### src/rtl/temp_sample_filter.sv
// Temperature sample filter: windowed averaging, sensor timeout, spike rejection.
// Optional spike rejection in RUN is enabled by defining TEMP_SPIKE_REJECT_EN.
module temp_sample_filter #(
  parameter int AVG_LOG2    = 2,
  parameter int SPIKE_TH    = 20,
  parameter int TIMEOUT_CYC = 1000
) (
  input  logic       clk,
  input  logic       reset,
  input  logic       raw_valid,
  input  logic [7:0] raw_temp,
  output logic [7:0] temp_data,
  output logic       temp_valid,
  output logic       sensor_fault,
  output logic [7:0] reject_cnt
);

  localparam int AW = 8 + AVG_LOG2;
  localparam int CW = AVG_LOG2 + 1;
  localparam int IW = $clog2(TIMEOUT_CYC + 1);

  localparam logic [CW-1:0] CNT_LAST  = CW'((1 << AVG_LOG2) - 1);
  localparam logic [IW-1:0] IDLE_LAST = IW'(TIMEOUT_CYC - 1);

  typedef enum logic [1:0] {
    FILL,
    RUN,
    FAULT
  } state_t;

  state_t        state;
  logic [AW-1:0] acc;
  logic [AW-1:0] sum;
  logic [CW-1:0] cnt;
  logic [IW-1:0] idle;
  logic [7:0]    avg;
  logic          spike;

  // Running sum including the current sample; the window mean is its top byte.
  always_comb begin
    sum = acc + AW'(raw_temp);
    avg = sum[AW-1:AVG_LOG2];
  end

`ifdef TEMP_SPIKE_REJECT_EN
  logic [7:0] diff;

  // Distance from the current reference; only meaningful once RUN has one.
  always_comb begin
    diff  = (raw_temp >= temp_data) ? raw_temp - temp_data
                                    : temp_data - raw_temp;
    spike = (state == RUN) && (diff > 8'(SPIKE_TH));
  end

  // Saturating count of discarded spike samples.
  always_ff @(posedge clk or posedge reset) begin
    if (reset) begin
      reject_cnt <= '0;
    end else if (raw_valid && spike && reject_cnt != 8'hFF) begin
      reject_cnt <= reject_cnt + 8'd1;
    end
  end
`else
  assign spike      = 1'b0;
  assign reject_cnt = '0;
`endif

  // Window accumulation, output update, idle timeout and state sequencing.
  always_ff @(posedge clk or posedge reset) begin
    if (reset) begin
      state        <= FILL;
      acc          <= '0;
      cnt          <= '0;
      idle         <= '0;
      temp_data    <= '0;
      temp_valid   <= 1'b0;
      sensor_fault <= 1'b0;
    end else begin
      temp_valid <= 1'b0;
      if (raw_valid) begin
        idle <= '0;
        if (!spike) begin
          sensor_fault <= 1'b0;
          if (cnt == CNT_LAST) begin
            temp_data  <= avg;
            temp_valid <= 1'b1;
            acc        <= '0;
            cnt        <= '0;
            state      <= RUN;
          end else begin
            acc <= sum;
            cnt <= cnt + CW'(1);
            if (state == FAULT) begin
              state <= FILL;
            end
          end
        end
      end else if (state != FAULT) begin
        if (idle == IDLE_LAST) begin
          state        <= FAULT;
          sensor_fault <= 1'b1;
          acc          <= '0;
          cnt          <= '0;
        end else begin
          idle <= idle + IW'(1);
        end
      end
    end
  end

endmodule

### config.mk
export PLATFORM = sky130hd
export DESIGN_NAME = temp_sample_filter
export DESIGN_NICKNAME = d
export VERILOG_FILES = /design/src/rtl/temp_sample_filter.sv
export SDC_FILE = /design/constraint.sdc
export NUM_CORES = 1
export LEC_CHECK = 0
export CAP_MARGIN = 0
export CORE_MARGIN = 10
export CORE_UTILIZATION = 45
export DETAILED_ROUTE_END_ITERATION = 8
export GPL_ROUTABILITY_DRIVEN = 0
export GPL_TIMING_DRIVEN = 0
export PLACE_DENSITY = 0.68
export SLEW_MARGIN = 20
export SYNTH_ARGS = -nofsm -noshare
export SYNTH_HDL_FRONTEND = slang
export SYNTH_SLANG_ARGS = --single-unit
### constraint.sdc
create_clock -name clk -period 2.4 [get_ports clk]
set_input_delay 0.48 -clock clk [delete_from_list [all_inputs] [get_ports clk]]
set_output_delay 0.48 -clock clk [all_outputs]
set_load 0.005 [all_outputs]
* After elaboration in Yosys (flattened, before gate mapping)
Index checks and enable logic that the tools add are counted.
** Word-level totals
- Register bits :: 35
- Input bits :: 11
- Output and inout bits :: 18
** Operators by class
- Eq/ne operators :: 6
- Add/subtract/negate cells :: 3
- Reduce and logical (&&, ||, !) cells :: 6
- Multiplexer cells :: 21
** Operators by type and width (count)
- 10-bit 2-to-1 mux :: 7
- 3-bit 2-to-1 mux :: 4
- 10-bit by 1-bit adder with 10-bit output, second input constant :: 1
- 10-bit by 8-bit adder with 10-bit output :: 1
- 10-bit equality test, second input constant :: 1
- 2-bit 2-to-1 mux :: 5
- 2-bit AND reduction :: 3
- 1-bit 2-to-1 mux :: 5
- 2-bit inequality test, second input constant :: 2
- 2-bit nonzero test :: 2
- 3-bit by 1-bit adder with 3-bit output, second input constant :: 1
- 3-bit by 2-bit equality test with 1-bit output, second input constant :: 1
- 3-bit by 1-bit inequality test with 1-bit output, second input constant :: 1
- 3-bit AND reduction :: 1
- 2-bit equality test, second input constant :: 1

* Logic depth before layout (Yosys ltp)
- Word-level depth :: 4
- Gate-level depth with buffers :: 8
- Depth with buffers taken out :: 8

* Worst setup path after synthesis
No wires, ideal clock.
- Path kind :: input to register
- Start :: input raw_temp[0]
- End :: register acc[6]
- Cell stages on the path :: 8
- Arrival time :: 2.017 ns
- Library setup time :: 0.122 ns
- Slack :: 0.262 ns
- Path through :: ha_1 inv_1 fa_1 nor2b_4 o31a_1 o21a_1 or3_1 a32o_1
** On the way
- Cells in the longest elaborated chain, start to end :: 3
** RTL lines
- start, declared :: RTL line 11 : input logic [7:0] raw_temp,
- 10-bit by 8-bit adder with 10-bit output :: RTL line 41 : sum = acc + AW'(raw_temp);
- 10-bit 2-to-1 mux :: RTL line 84 : if (cnt == CNT_LAST) begin
- 10-bit 2-to-1 mux :: RTL line 80 : if (raw_valid) begin
- end signal, assigned :: RTL line 91 : acc <= sum;
- end, declared :: RTL line 32 : logic [AW-1:0] acc;
Every way passes these cells.
A chain may end at the register's enable or synchronous reset.

* Worst setup path in the final report
- Start :: input raw_temp[2]
- End :: register acc[6]
Same word-level chain as after synthesis.

==> summary.md <==
| Metric | Value |
|---|---|
| Max IR drop VDD | `between 0.5 and 0.6 mV` |
| Port buffer count | `20` |
| Top cells by area, synth | `dfrtp_1 (46%), ha_1 (6.5%), nand2_1 (4.3%), o21ai_1 (3.7%), nor2_1 (3.3%)` |
| Setup TNS | `0 ns` |
| Clock Tree Buf Depth | `2` |
| Overall power | `2.20 mW` |
| Static Leak | `between 1 and 1.5 nW` |
| CTS root buf | `clkbuf_8` |
| Unique masters post-synth | `42` |
| Worst-path clk slew | `around 0.07 ns` |
| Synth top area share | `0.458` |
| Post-synth EDFFs | `0` |
| CTS buffer count | `5` |
| Via count | `around 1500` |
| Layout fillers | `slightly below 400` |
| DIE WIDTH | `between 80 and 90 um` |
| Kind of critical path | `input port to flop` |
| Final Hold Violating Endpoints | `0` |
| Crit path launch | `raw_temp[2]` |
| WL final | `3940 um` |
| Final setup viols | `0` |
| IO Count | `29` |
| Syn Area/Cell | `9.52 um2` |
| Tcrit/Tclk final | `0.958` |
| Global Route Usage Sum | `0.118` |
| #FFs+latches synth | `35` |
| Final min period | `around 2.3 ns` |
| Top FF cell, synth | `dfrtp_1` |
| Async set-reset flop share out of synthesis | `1.00` |
| Dpl hpwl | `2910 um` |
| Max cap viols | `0` |
| Path type of the worst min-delay path | `flop to flop` |
| Initial antenna violation count | `0` |
| Clk sinks | `35` |
| Final Slew Violations | `0` |
| Routed Antenna Nets | `0` |
| Crit-path max FO | `4` |
| WP data arrival | `~2.5 ns` |
| Worst setup EP type | `flop` |
| Site row count | `23` |
| Max Clock Skew | `around 0.0034 ns` |
| RSZ-0062 raised after global routing | `no` |
| Hold_sp | `temp_data[1]` |
| DRC | `0` |
| Relative slew slack | `0.517` |
| DIE AREA | `approximately 0.0073 mm2` |
| Power density cells | `roughly 950 mW/mm2` |
| ANT cells | `0` |
| Core Area | `about 0.0041 mm2` |
| Post-synthesis sequential area ratio | `0.458` |
| F_max | `roughly 440 MHz` |
| Startpoint types | `input port` |
| First-pass GRT wire length | `between 7000 and 8000 um` |
| Worst-Skew Late Latency | `just under 0.3 ns` |
| Vias in the first global route | `1484` |
| Initial Util | `0.472` |
| H-tree depth | `2` |
| Post-placement setup slack | `-0.296 ns` |
| Worst hold path depth | `2` |
| Avg Vias per Cell | `around 5` |
| Die Y | `between 80 and 90 um` |
| Area Overhead vs Synth | `20.3%` |
| Yosys warns | `0` |
| Final Worst Setup Slack | `0.102 ns` |
| Crit path required time | `~2.6 ns` |
| Wire per inst | `about 14 um` |
| FF-to-FF path depth | `8` |
| FF-to-FF Start | `acc[0]` |
| Synth Instances | `between 200 and 250` |
| Total grt overflow | `0` |
| Largest area contributor in the netlist | `dfrtp_1` |
| Starting DRT DRC Count | `50` |
| Clock tree from TritonCTS | `done` |
| Synthesized cell area | `approximately 0.0019 mm2` |
| Largest net degree at the start of global routing | `36` |
| Outcome | `finished, final reports clean` |
| Slew @ Worst Pin | `approximately 0.72 ns` |
| First-pass DRT Iterations | `4` |
| Share of post-route cells with drive strength above 1 | `0.106` |
| Nets@finish | `approximately 260` |
## kinds of logic (layout without fill, tap and decap cells)
kind of cell	Yosys count	after routing	share of synthesized area
buffers and inverters	24	52	0.0634
other	1	8	0.00196
XOR/XNOR	11	11	0.0503
multiplexers	4	4	0.0209
flip-flops	35	35	0.458
AND/OR/NAND/NOR	66	66	0.165
AO/OA/AOI/OAI	49	49	0.165
adder cells (fa/ha/maj)	11	11	0.0758
## critical path, stage by stage
cell and delay, ns:
clkdlybuf4s50_1 0.40, ha_1 0.34, nor2b_4 0.14, o31a_1 0.31
o21a_1 0.21, or3_4 0.33, a32o_1 0.25
## timing repair
item / 4_1_cts / 5_1_grt
setup buffers: 0 / 2
resized for setup: 1 / 4
hold buffers: 0 / 0
pin swaps: 0 / 5
endpoints found under the setup margin: 1 / 2
## Yosys cell counts, drive strengths merged (2+ instances only)
| cell | instances |
|---|---|
| xnor2 | 4 |
| buf | 9 |
| nor2 | 17 |
| or3 | 4 |
| a21oi | 13 |
| nand2b | 3 |
| and3 | 2 |
| a22o | 3 |
| ha | 10 |
| nand3 | 6 |
| mux2i | 4 |
| o21a | 3 |
| dfrtp | 35 |
| nand2 | 22 |
| o21ai | 18 |
| nor3 | 3 |
| and2 | 3 |
| nand4 | 3 |
| inv | 10 |
| clkbuf | 5 |
| xor2 | 7 |
## state kept, by name (all words and copies together) (netlist names)
register and flops:
cnt 3, temp_data 8, state 2, idle 10, acc 10, temp_valid 1
sensor_fault 1
## stage by stage
step / cells / util / hold slack (ns) / cell area [um2]
detailed placement: 278 / 0.543 / 0.468 / 2200
floorplan: 208 / - / 0.449 / 1940
finish: 286 / 0.568 / 0.480 / 2300
global placement: 278 / 0.543 / 0.461 / 2200
global route: 286 / 0.568 / 0.504 / 2300
CTS: 284 / 0.562 / 0.490 / 2280
## final timing paths
path | end | slack (ns)
min in group asynchronous | temp_data[1] | 0.63
worst min-delay path | temp_data[1] | 0.48
worst max register to register | acc[6] | 0.26
worst max-delay path | acc[6] | 0.10
max in group asynchronous | sensor_fault | 1.29
worst min register to register | temp_data[1] | 0.48
## per-layer routing
layer,GRT usage,part of all wire,vias up
li1,-,-,750
met2,0.169,0.42,27
met5,0,0,-
met3,0.0402,0.063,8
met4,0.0539,0.014,0
met1,0.154,0.50,666
## report_power, final
group          total, mW  internal, mW  leakage [nW]  switching [mW]
Sequential         0.848         0.754         0.458          0.0940
Combinational      0.956         0.475         0.596           0.481
Clock              0.394         0.193        0.0371           0.201
## cells in the final DEF, fill, tap and decap left out, types with 2 or more instances in the layout
master	count
a21oi_1	12
a22o_1	3
and2_1	3
and3_1	2
buf_4	10
clkbuf_1	6
clkbuf_8	5
clkdlybuf4s50_1	19
conb_1	8
dfrtp_1	35
ha_1	9
inv_1	7
inv_2	3
mux2i_1	4
nand2_1	22
nand2b_1	3
nand3_1	6
nand4_1	3
nor2_1	17
nor3_1	3
o21a_1	3
o21ai_0	4
o21ai_1	14
or3_1	3
xnor2_1	4
xor2_1	7
## cell type report
class / instances / area (um2) / share of cell area
Multi-Input combinational cell: 149 / 953 / 0.414
Sequential cell: 35 / 876 / 0.380
Timing Repair Buffer: 22 / 218 / 0.0945
Buffer: 14 / 83.8 / 0.0364
Clock buffer: 6 / 72.6 / 0.0315
Tap cell: 50 / 62.6 / 0.0272
Inverter: 10 / 37.5 / 0.0163
(Power assumes the default switching activity.)
